--- src/rtl/sprite_ram_loader.sv ---
// Sprite RAM write-side loader: validates a target window, then copies a raster-ordered
// valid/ready pixel stream into consecutive RAM words with a fixed one-cycle write latency.
module sprite_ram_loader #(
    parameter int ADDR_W = 19,
    parameter int DATA_W = 24,
    parameter int DIM_W  = 10
) (
    input  logic              Clk,
    input  logic              Reset_n,
    input  logic              load_start,
    input  logic [ADDR_W-1:0] base_addr,
    input  logic [DIM_W-1:0]  sprite_width,
    input  logic [DIM_W-1:0]  sprite_height,
    input  logic              abort,
    input  logic              pix_valid,
    input  logic [DATA_W-1:0] pix_data,
    output logic              pix_ready,
    output logic [ADDR_W-1:0] write_address,
    output logic [DATA_W-1:0] data_in,
    output logic              we,
    output logic              busy,
    output logic              done,
    output logic              error
);

    localparam int PROD_W = 2 * DIM_W;
    localparam int SUM_W  = (((ADDR_W + 1) > PROD_W) ? (ADDR_W + 1) : PROD_W) + 1;
    localparam logic [SUM_W-1:0]  ADDR_LIMIT = {{(SUM_W-1){1'b0}}, 1'b1} << ADDR_W;
    localparam logic [DIM_W-1:0]  DIM_ONE    = {{(DIM_W-1){1'b0}}, 1'b1};
    localparam logic [ADDR_W-1:0] ADDR_ONE   = {{(ADDR_W-1){1'b0}}, 1'b1};

    typedef enum logic [2:0] {
        ST_IDLE  = 3'd0,
        ST_CHECK = 3'd1,
        ST_LOAD  = 3'd2,
        ST_DRAIN = 3'd3,
        ST_DONE  = 3'd4,
        ST_ERROR = 3'd5
    } state_t;

    state_t              state_r;
    logic [ADDR_W-1:0]   base_r;
    logic [DIM_W-1:0]    w_r;
    logic [DIM_W-1:0]    h_r;
    logic [DIM_W-1:0]    col_r;
    logic [DIM_W-1:0]    row_r;
    logic [ADDR_W-1:0]   offset_r;
    logic                pix_ready_r;
    logic                we_r;
    logic [ADDR_W-1:0]   write_address_r;
    logic [DATA_W-1:0]   data_in_r;
    logic                busy_r;
    logic                done_r;
    logic                error_r;

    logic [PROD_W-1:0]   prod_s;
    logic [SUM_W-1:0]    end_s;
    logic                bad_s;
    logic                accept_s;
    logic                last_col_s;
    logic                last_beat_s;

    // Window check and beat-position decode; the end address is formed wide enough never to wrap
    always_comb begin
        prod_s      = {{DIM_W{1'b0}}, w_r} * {{DIM_W{1'b0}}, h_r};
        end_s       = {{(SUM_W-ADDR_W){1'b0}}, base_r} + {{(SUM_W-PROD_W){1'b0}}, prod_s};
        bad_s       = (w_r == {DIM_W{1'b0}}) || (h_r == {DIM_W{1'b0}}) || (end_s > ADDR_LIMIT);
        accept_s    = pix_valid && pix_ready_r;
        last_col_s  = (col_r == (w_r - DIM_ONE));
        last_beat_s = last_col_s && (row_r == (h_r - DIM_ONE));
    end

    // Loader FSM with all outputs registered
    always_ff @(posedge Clk or negedge Reset_n) begin
        if (!Reset_n) begin
            state_r         <= ST_IDLE;
            base_r          <= '0;
            w_r             <= '0;
            h_r             <= '0;
            col_r           <= '0;
            row_r           <= '0;
            offset_r        <= '0;
            pix_ready_r     <= 1'b0;
            we_r            <= 1'b0;
            write_address_r <= '0;
            data_in_r       <= '0;
            busy_r          <= 1'b0;
            done_r          <= 1'b0;
            error_r         <= 1'b0;
        end else begin
            case (state_r)
                ST_IDLE: begin
                    we_r        <= 1'b0;
                    done_r      <= 1'b0;
                    error_r     <= 1'b0;
                    pix_ready_r <= 1'b0;
                    if (load_start) begin
                        base_r  <= base_addr;
                        w_r     <= sprite_width;
                        h_r     <= sprite_height;
                        busy_r  <= 1'b1;
                        state_r <= ST_CHECK;
                    end else begin
                        busy_r  <= 1'b0;
                    end
                end
                ST_CHECK: begin
                    if (abort) begin
                        busy_r  <= 1'b0;
                        state_r <= ST_IDLE;
                    end else if (bad_s) begin
                        state_r <= ST_ERROR;
                    end else begin
                        col_r       <= '0;
                        row_r       <= '0;
                        offset_r    <= '0;
                        pix_ready_r <= 1'b1;
                        state_r     <= ST_LOAD;
                    end
                end
                ST_LOAD: begin
                    // A beat taken on the abort edge is still written out
                    if (accept_s) begin
                        we_r            <= 1'b1;
                        write_address_r <= base_r + offset_r;
                        data_in_r       <= pix_data;
                        offset_r        <= offset_r + ADDR_ONE;
                        if (last_col_s) begin
                            col_r <= '0;
                            row_r <= row_r + DIM_ONE;
                        end else begin
                            col_r <= col_r + DIM_ONE;
                        end
                    end else begin
                        we_r <= 1'b0;
                    end
                    if (abort) begin
                        pix_ready_r <= 1'b0;
                        busy_r      <= 1'b0;
                        state_r     <= ST_IDLE;
                    end else if (accept_s && last_beat_s) begin
                        pix_ready_r <= 1'b0;
                        state_r     <= ST_DRAIN;
                    end else begin
                        state_r     <= ST_LOAD;
                    end
                end
                ST_DRAIN: begin
                    we_r    <= 1'b0;
                    state_r <= ST_DONE;
                end
                ST_DONE: begin
                    done_r  <= 1'b1;
                    busy_r  <= 1'b0;
                    state_r <= ST_IDLE;
                end
                ST_ERROR: begin
                    error_r <= 1'b1;
                    busy_r  <= 1'b0;
                    state_r <= ST_IDLE;
                end
                default: begin
                    pix_ready_r <= 1'b0;
                    we_r        <= 1'b0;
                    busy_r      <= 1'b0;
                    done_r      <= 1'b0;
                    error_r     <= 1'b0;
                    state_r     <= ST_IDLE;
                end
            endcase
        end
    end

    assign pix_ready     = pix_ready_r;
    assign we            = we_r;
    assign write_address = write_address_r;
    assign data_in       = data_in_r;
    assign busy          = busy_r;
    assign done          = done_r;
    assign error         = error_r;

endmodule

--- config.mk ---
export PLATFORM = sky130hd
export DESIGN_NAME = sprite_ram_loader
export DESIGN_NICKNAME = d
export VERILOG_FILES = /design/src/rtl/sprite_ram_loader.sv
export SDC_FILE = /design/constraint.sdc
export NUM_CORES = 1
export LEC_CHECK = 0
export ABC_AREA = 1
export CORE_MARGIN = 1.5
export CORE_UTILIZATION = 30
export DETAILED_ROUTE_END_ITERATION = 12
export SKIP_LAST_GASP = 1
export SYNTH_ARGS = -nofsm -noshare
export SYNTH_HDL_FRONTEND = slang
export SYNTH_SLANG_ARGS = --single-unit
--- constraint.sdc ---
create_clock -name Clk -period 14.8 [get_ports Clk]
set_input_delay 1.48 -clock Clk [delete_from_list [all_inputs] [get_ports Clk]]
set_output_delay 1.48 -clock Clk [all_outputs]
set_load 0.01 [all_outputs]
* Yosys cells after proc, flatten, opt, wreduce, memory -nomap -nowiden
Index checks and enable logic that the tools add are counted.
** Word-level totals
- Bits in registers :: 129
- Bits in latches :: 0
- Bits in writable memories :: 0
- Bits in read-only memories :: 0
- Input bits :: 68
- Output and inout bits :: 48
- Word-level logic and storage cells :: 89
- Memories kept :: 0
** Operators by class
- $add $sub $neg :: 7
- Multiply operators :: 1
- Div/mod/pow operators :: 0
- $lt $le $gt $ge :: 1
- Equality and inequality tests :: 14
- Shift operators :: 0
- Mux-type cells :: 30
- Bitwise operators :: 2
- Reduce and logical (&&, ||, !) cells :: 20
** Operators by type and width (count)
- 10-bit 2-to-1 mux :: 6
- 19-bit 2-to-1 mux :: 3
- 10-bit case mux with 2 select lines :: 2
- 19-bit case mux with 2 select lines :: 1
- 19-bit by 20-bit adder with 21-bit output :: 1
- 21-bit by 20-bit greater-than comparator with 1-bit output (second input constant) :: 1
- 10-bit by 1-bit adder with 10-bit output (second input constant) :: 2
- 10-bit equality test :: 2
- 10-bit logical NOT :: 2
- 10-bit by 10-bit multiplier with 20-bit output :: 1
- 10-bit by 1-bit subtractor with 10-bit output (second input constant) :: 2
- 19-bit by 1-bit adder with 19-bit output (second input constant) :: 1
- 19-bit adder :: 1
- 3-bit case mux with 4 select lines :: 1
- 2-bit inequality test (second input constant) :: 5
- 3-bit 2-to-1 mux :: 3
- 1-bit 2-to-1 mux :: 8
- 4-bit AND reduction :: 2
- 4-bit OR reduction :: 2
- 3-bit by 2-bit equality test with 1-bit output (second input constant) :: 2
- 3-bit equality test (second input constant) :: 2
- 1-bit case mux with 2 select lines :: 3
- 1-bit case mux with 3 select lines :: 2
- 2-bit AND reduction :: 3
- 12 further kinds :: 17

* Logic depth before layout (Yosys ltp)
Gate-level depths: netlist of run 1.
- Depth after elaboration :: 7
- Gate-level depth with buffers :: 32
- Mapped depth without buffers :: 30

* Least setup slack after synthesis of run 1
No wires, ideal clock.
- Path type :: reg-to-reg
- From :: register h_r[3]
- To :: register offset_r[14]
- Setup time :: 0.117 ns
- Arrival :: 5.280 ns
- Data required time :: 14.683 ns
- Slack :: 9.404 ns
- Stages on the path, launching flop included :: 33
- Path buffers :: 2
- Clock period less this slack :: 5.396 ns
- Cells stage by stage :: dfrtp_1 > clkbuf_1 > nand2_1 > fa_1 > inv_1 > fa_1 > inv_1 > fa_1 > inv_1 > fa_1 > inv_1 > fa_1 > inv_1 > ha_1 > nand2_1 > inv_1 > a21oi_1 > nand2_1 > nand2_1 > nand2_1 > nor2_1 > nand2_1 > nor2_1 > nand2_1 > nor2_1 > nand2_1 > nand2_2 > nand3_4 > nand2_8 > inv_4 > buf_6 > nand2_1 > nand2_1
** Between the ends
- Cells in the longest elaborated chain, start to end :: 6
- Elaborated cells on any way between the ends :: 8
- Classes of those cells :: 1 x add/sub; 1 x mul; 1 x order compare; 1 x eq/ne; 4 x reduce/logical
** Ends and longest elaborated chain
- from (decl) :: line 44 : logic [DIM_W-1:0] h_r;
- from (signal assigned) :: line 100 : h_r <= sprite_height;
- 10-bit by 10-bit multiplier with 20-bit output :: line 65 : prod_s = {{DIM_W{1'b0}}, w_r} * {{DIM_W{1'b0}}, h_r};
- 19-bit by 20-bit adder with 21-bit output :: line 66 : end_s = {{(SUM_W-ADDR_W){1'b0}}, base_r} + {{(SUM_W-PROD_W){1'b0}}, prod_s};
- 21-bit by 20-bit greater-than comparator with 1-bit output :: line 67 : bad_s = (w_r == {DIM_W{1'b0}}) || (h_r == {DIM_W{1'b0}}) || (end_s > ADDR_LIMIT);
- 1-bit logical OR * :: line 67
- 2-bit inequality test (no line) *
- 4-bit AND reduction (no line) *
- to (signal assigned) :: line 127 : offset_r <= offset_r + ADDR_ONE;
- to (decl) :: line 47 : logic [ADDR_W-1:0] offset_r;
Every way passes the cells marked *; elsewhere a longest branch is shown, timed or not.
A chain may end at the register's enable or synchronous reset.

* Worst setup path in the final report of run 1
- From :: register w_r[5]
- To :: register row_r[1]
** Between the ends
- Cells in the longest elaborated chain, start to end :: 6
- Elaborated cells on any way between the ends :: 11
- Classes of those cells :: 2 x add/sub; 1 x mul; 1 x order compare; 3 x eq/ne; 4 x reduce/logical
** Ends and longest elaborated chain
- from (decl) :: line 43 : logic [DIM_W-1:0] w_r;
- from (signal assigned) :: line 99 : w_r <= sprite_width;
- 10-bit by 10-bit multiplier with 20-bit output :: line 65
- 19-bit by 20-bit adder with 21-bit output :: line 66
- 21-bit by 20-bit greater-than comparator with 1-bit output :: line 67
- 1-bit logical OR :: line 67
- 2-bit inequality test (no line)
- 5-bit AND reduction (no line) *
- to (signal assigned) :: line 130 : row_r <= row_r + DIM_ONE;
- to (decl) :: line 46 : logic [DIM_W-1:0] row_r;
Marked as above.

==> impl_metrics.yaml, run 1 <==
sta:
  setup_ws_ns: 8.61
  rsz0062_at_grt: "no"
  post-route-period-util_pct: 41.8
  worstMarginPinSlew_ns: 1.13
  relSlewSlack_pct: 24.6
  finalSetupTns_ns: 0
  fin_crit_ns: 6.19
  skew_ns: 0.0133
  hold_viol_final: 0
  slew_violations: 0
  finalSetupViolCount: 0
  fmax_mhz: 162
detailed_routing:
  drt_pre_antenna_iters: 5
  drt-initial-drc-count: 554
  wl_per_cell_um: 14.4
  antenna_left: 0
  drt_wl_total_um: 31800
  via_per_inst: 4.59
  vias: 10100
  drc: 0
run:
  drv_cap: 0
finish:
  area_delta_synth_final_pct: 18.6
  drive_above_1_share_pct: 4.39
  layout_common_cells: "466 x nand2_1, 291 x inv_1, 129 x dfrtp_1, 128 x nor2_1, 114 x clkdlybuf4s50_1"
  layout.nets: 1901
  final_common_cell: "nand2_1"
  antenna_cells: 0
outcome:
  status: "complete, no violations"
logic_synthesis:
  yosys.area.top_type: "dfrtp_1"
  ys_top_cells_by_area: "dfrtp_1 28%, nand2_1 15%, fa_1 14%"
  synth_seq_area_share_pct: 27.5
  synth.cell_area_um2: 11700
  synthFlopType: "dfrtp_1"
  yosysWarnings: 0
  synth-edff-count: 0
  synth_top_area_share_pct: 27.5
  avgSynthCellArea_um2: 7.42
  synthArstFlopShare_pct: 100
  ys_seq_elements: 129
  synth_fp_nets: 1810
  synthCells: 1580
  ys_types: 43
worst_setup_path:
  startpoint_type: "register"
  worstPathMaxFanout: 54
  cp-end-kind: "register"
  crit_buf_inv: 6
  crit_slowest_cell: "dfrtp_1"
  path_class: "register to register"
  crit_family: "adder cells"
  cp_data_arrival_time_ns: 6.50
  cp_data_required_time_ns: 15.11
  r2r_setup_slack_ns: 8.61
  max_stage_delay_ns: 0.66
  crit_path_frequent_cell: "nand2_1"
clock_tree:
  cts_setup_buffers: 0
  cts-htree-levels: 4
  numCtsBuffers: 17
  root_buffer: "clkbuf_16"
  numClockSinks: 129
  path_clk_slew_ns: 0.06
  postCtsHoldBufs: 0
  clock_latency_ns: 0.43
  postCtsResizedCells: 0
  cts_buffer_depth: 2
  cts_tree: "built"
grt:
  antenna_found_initial: 0
  overflow: 0
  grt_pass1_wl_um: 52700
  grt_max_degree: 80
  track_usage_pct: 16.4
  grt_pass1_vias: 10300
placement:
  place.gp.congestion: 0.898
  port_buffers: 115
  place_hpwl_um: 25000
  place_ws_ns: 8.63
floorplanning:
  ios: 116
  dieArea_um2: 40300
  initial_core_util_pct: 30.4
  rows: 72
  core-area_um2: 38600
  die_w_um: 201
  die_height_um: 201
hold_path:
  min_path_type: "register to register"
-- per-stage QoR --
step	hold slack, ns	cells	instance area, um^2	util (%)
floorplan	0.464	1580	11700	-
global placement	0.454	2170	13300	34.6
detailed placement	0.461	2170	13300	34.6
CTS	0.475	2202	13900	36.1
global route	0.496	2202	13900	36.1
finish	0.471	2202	13900	36.1
-- worst paths after layout --
check                           cells past startpoint  startpoint           endpoint
worst min register to register                      2  data_in[0]         data_in[0]
min in group asynchronous                           1     Reset_n  write_address[18]
max in group asynchronous                           2     Reset_n          pix_ready
worst min-delay path                                2  data_in[0]         data_in[0]
worst max register to register                     30      w_r[5]           row_r[1]
worst max-delay path                               30      w_r[5]           row_r[1]
-- registers in the layout, summed over array words and instances (netlist names) --
| signal | cells |
|---|---|
| base_r | 19 |
| busy | 1 |
| col_r | 10 |
| data_in | 24 |
| done | 1 |
| error | 1 |
| h_r | 10 |
| offset_r | 19 |
| pix_ready | 1 |
| row_r | 10 |
| state_r | 3 |
| w_r | 10 |
| we | 1 |
| write_address | 19 |
-- routing by layer --
metal	wire length (um)	up-vias	track usage (%)	share of wire [%]
met5	0	-	0	0
met3	1130	58	2.45	3.6
met4	1460	0	8.03	4.6
met1	14500	4792	21.2	46
met2	14700	218	26.7	46
li1	-	5038	-	-
-- cell families after synthesis --
family                   synth area share (%)
adder cells (fa/ha/maj)                  22.6
AND/OR/NAND/NOR                          26.4
multiplexers                             1.73
XOR/XNOR                                 4.45
AO/OA/AOI/OAI                            5.97
flip-flops                               27.5
buffers and inverters                    11.3
-- layout make-up --
type	instances	area, um^2
clock inverters	13	124
clock buffers	19	443
inverters	293	1100
flip-flops and latches	129	3230
fillers	4105	24700
repair buffers	119	1180
multi-input cells	1111	7170
well taps	518	648
-- Yosys cell counts, types with 9 or more instances --
cell type,instances
nand3b_1,9
nand3_1,67
fa_1,83
nand2_1,466
o21ai_0,37
nor3_1,22
nand4_1,16
mux2_2,18
ha_1,79
xor2_1,38
inv_1,291
o21ai_1,16
xnor2_1,19
nor2_1,128
a21oi_1,61
clkbuf_1,40
dfrtp_1,129
-- worst min-delay path, delay by kind of cell, from the launching register on --
family	cells	cell delay, ns
flip-flops	1	0.34
AND/OR/NAND/NOR	2	0.10
Power of run 1 is left out: the tool's default activity adds up to more than one toggle a clock period on the data nets, which glitch-free logic cannot reach.
==> run 2: changes to the inputs <==
- clock period: 14.8 -> 5.1 ns (I/O delays scaled with it)
==> run 2 against run 1 <==
The flow now finishes with violations (negative setup slack). Global-route usage down 0.20 points. First-iteration DRC count rose by 31%. Clock skew fell by 0.0027 ns. Cell count grew 3.6%. Count of clock-buffer cells in the layout decreased by 1. Hold slack got worse by 0.30 ns. Via count up 3.1%. Utilization increased by 3.1 points. Largest cell class unchanged. Highest routed layer unchanged.
==> impl_metrics.yaml, run 2 (same netlist as run 1, synthesis figures left out) <==
clock_tree:
  root_buffer: "clkbuf_16"
  cts-htree-levels: 4
  cts_buffer_depth: 2
  numClockSinks: 129
  numCtsBuffers: 17
  path_clk_slew_ns: 0.07
  clock_latency_ns: 0.42
  cts_tree: "built"
placement:
  port_buffers: 115
  place_hpwl_um: 25100
  place.gp.congestion: 0.890
  place_inst: 2227
finish:
  area_delta_synth_final_pct: 28.9
  drive_above_1_share_pct: 14.7
  largest_reg_flops: 24
  final_common_cell: "nand2_1"
  antenna_cells: 0
  layout.nets: 1981
  final-instance-count-excl-fill: 2282
  layout_common_cells: "422 x nand2_1, 283 x inv_1, 120 x nor2_1, 115 x dfrtp_1, 114 x clkdlybuf4s50_1"
worst_setup_path:
  crit_path_frequent_cell: "nand2_1"
  reg2regPathDepth: 32
  cp-end-kind: "register"
  path_class: "register to register"
  max_stage_delay_ns: 0.56
  cp_data_arrival_time_ns: 5.87
  cp_data_required_time_ns: 5.46
  worstPathMaxFanout: 7
  crit_slowest_cell: "fa_1"
  startpoint_type: "register"
detailed_routing:
  drt-initial-drc-count: 726
  vias: 10400
  drt_pre_antenna_iters: 5
  antenna_left: 0
  drc: 0
  wl_per_cell_um: 14.2
  drt_wl_total_um: 32300
  via_per_inst: 4.57
sta:
  hold_viol_final: 0
  rsz0062_at_grt: "yes"
  fin_crit_ns: 5.51
  setup_ws_ns: -0.410
  post-route-period-util_pct: 108
  finalSetupViolCount: 43
  skew_ns: 0.0106
  relSlewSlack_pct: 19.9
  slew_violations: 0
  worstMarginPinSlew_ns: 1.19
  fmax_mhz: 181
grt:
  grt_pass1_wl_um: 52400
  track_usage_pct: 16.2
  grt_max_degree: 102
  grt_pass1_vias: 10300
  antenna_found_initial: 0
  overflow: 0
hold_path:
  min_path_type: "input pin to async pin"
floorplanning:
  ios: 116
  die_height_um: 201
  initial_core_util_pct: 30.4
  core-area_um2: 38600
  dieArea_um2: 40300
  rows: 72
  die_w_um: 201
run:
  drv_cap: 0
outcome:
  status: "complete, but fails checks"
  violations: "negative setup slack"
==> run 2: changes by cell type in the layout (fill, tap and decap cells not counted), sizes merged <==
cell / change
buf: +76
bufinv: +1
clkbuf: +2
clkinv: -2
inv: +2
nand2: +1
==> run 2: final timing paths <==
path                            start           to  slack, ns
setup / recovery               w_r[3]     row_r[4]      -0.41
hold / removal                Reset_n   base_r[14]       0.17
setup reg to reg               w_r[3]     row_r[4]      -0.41
hold reg to reg            data_in[5]   data_in[5]       0.47
max in group asynchronous     Reset_n  data_in[21]       3.95
min in group Clk           data_in[5]   data_in[5]       0.47
==> run 2: repair_timing <==
action | in CTS | in global routing
pin swaps | 3 | 60
cloned | 2 | 4
setup buffers | 5 | 12
endpoints found under the setup margin | 43 | 43
gates resized for setup | 38 | 87
hold buffers | 0 | 0
==> run 2: metal layers <==
metal	GRT usage, %	vias up	routed length, um
li1	-	5187	-
met2	28.1	209	16100
met5	0	-	0
met1	20.6	4978	14200
met4	6.26	0	1000
met3	1.74	49	996
==> run 2: critical path, delay by kind of cell (launching register included) <==
family          cells  cell delay [ns]
compound gates      1             0.15
simple gates       16             1.57
fa+ha+maj           6             2.51
buf+inv             9             0.77
flops               1             0.44
==> run 2: per-stage QoR <==
stage	worst slack [ns]	util, %	cell area (um^2)	setup TNS [ns]	hold WS [ns]
6_report	-0.410	39.2	15100	-14.73	0.166
5_1_grt	-0.646	39.2	15100	-24.85	0.238
4_1_cts	-0.428	38.0	14700	-15.11	0.214
3_5_place_dp	-0.588	35.9	13900	-21.45	0.462
3_3_place_gp	-0.612	35.9	13900	-22.55	0.455
2_1_floorplan	0.00484	-	11900	0	0.214
==> run 2: layout make-up <==
cell class	instances	area (um^2)
fillers	3980	23400
inverters	293	1110
well taps	518	648
repair buffers	198	1910
multi-input cells	1112	7590
clock inverters	14	169
flip-flops and latches	129	3250
clock buffers	18	439
Power of run 2 is left out for the same reason.
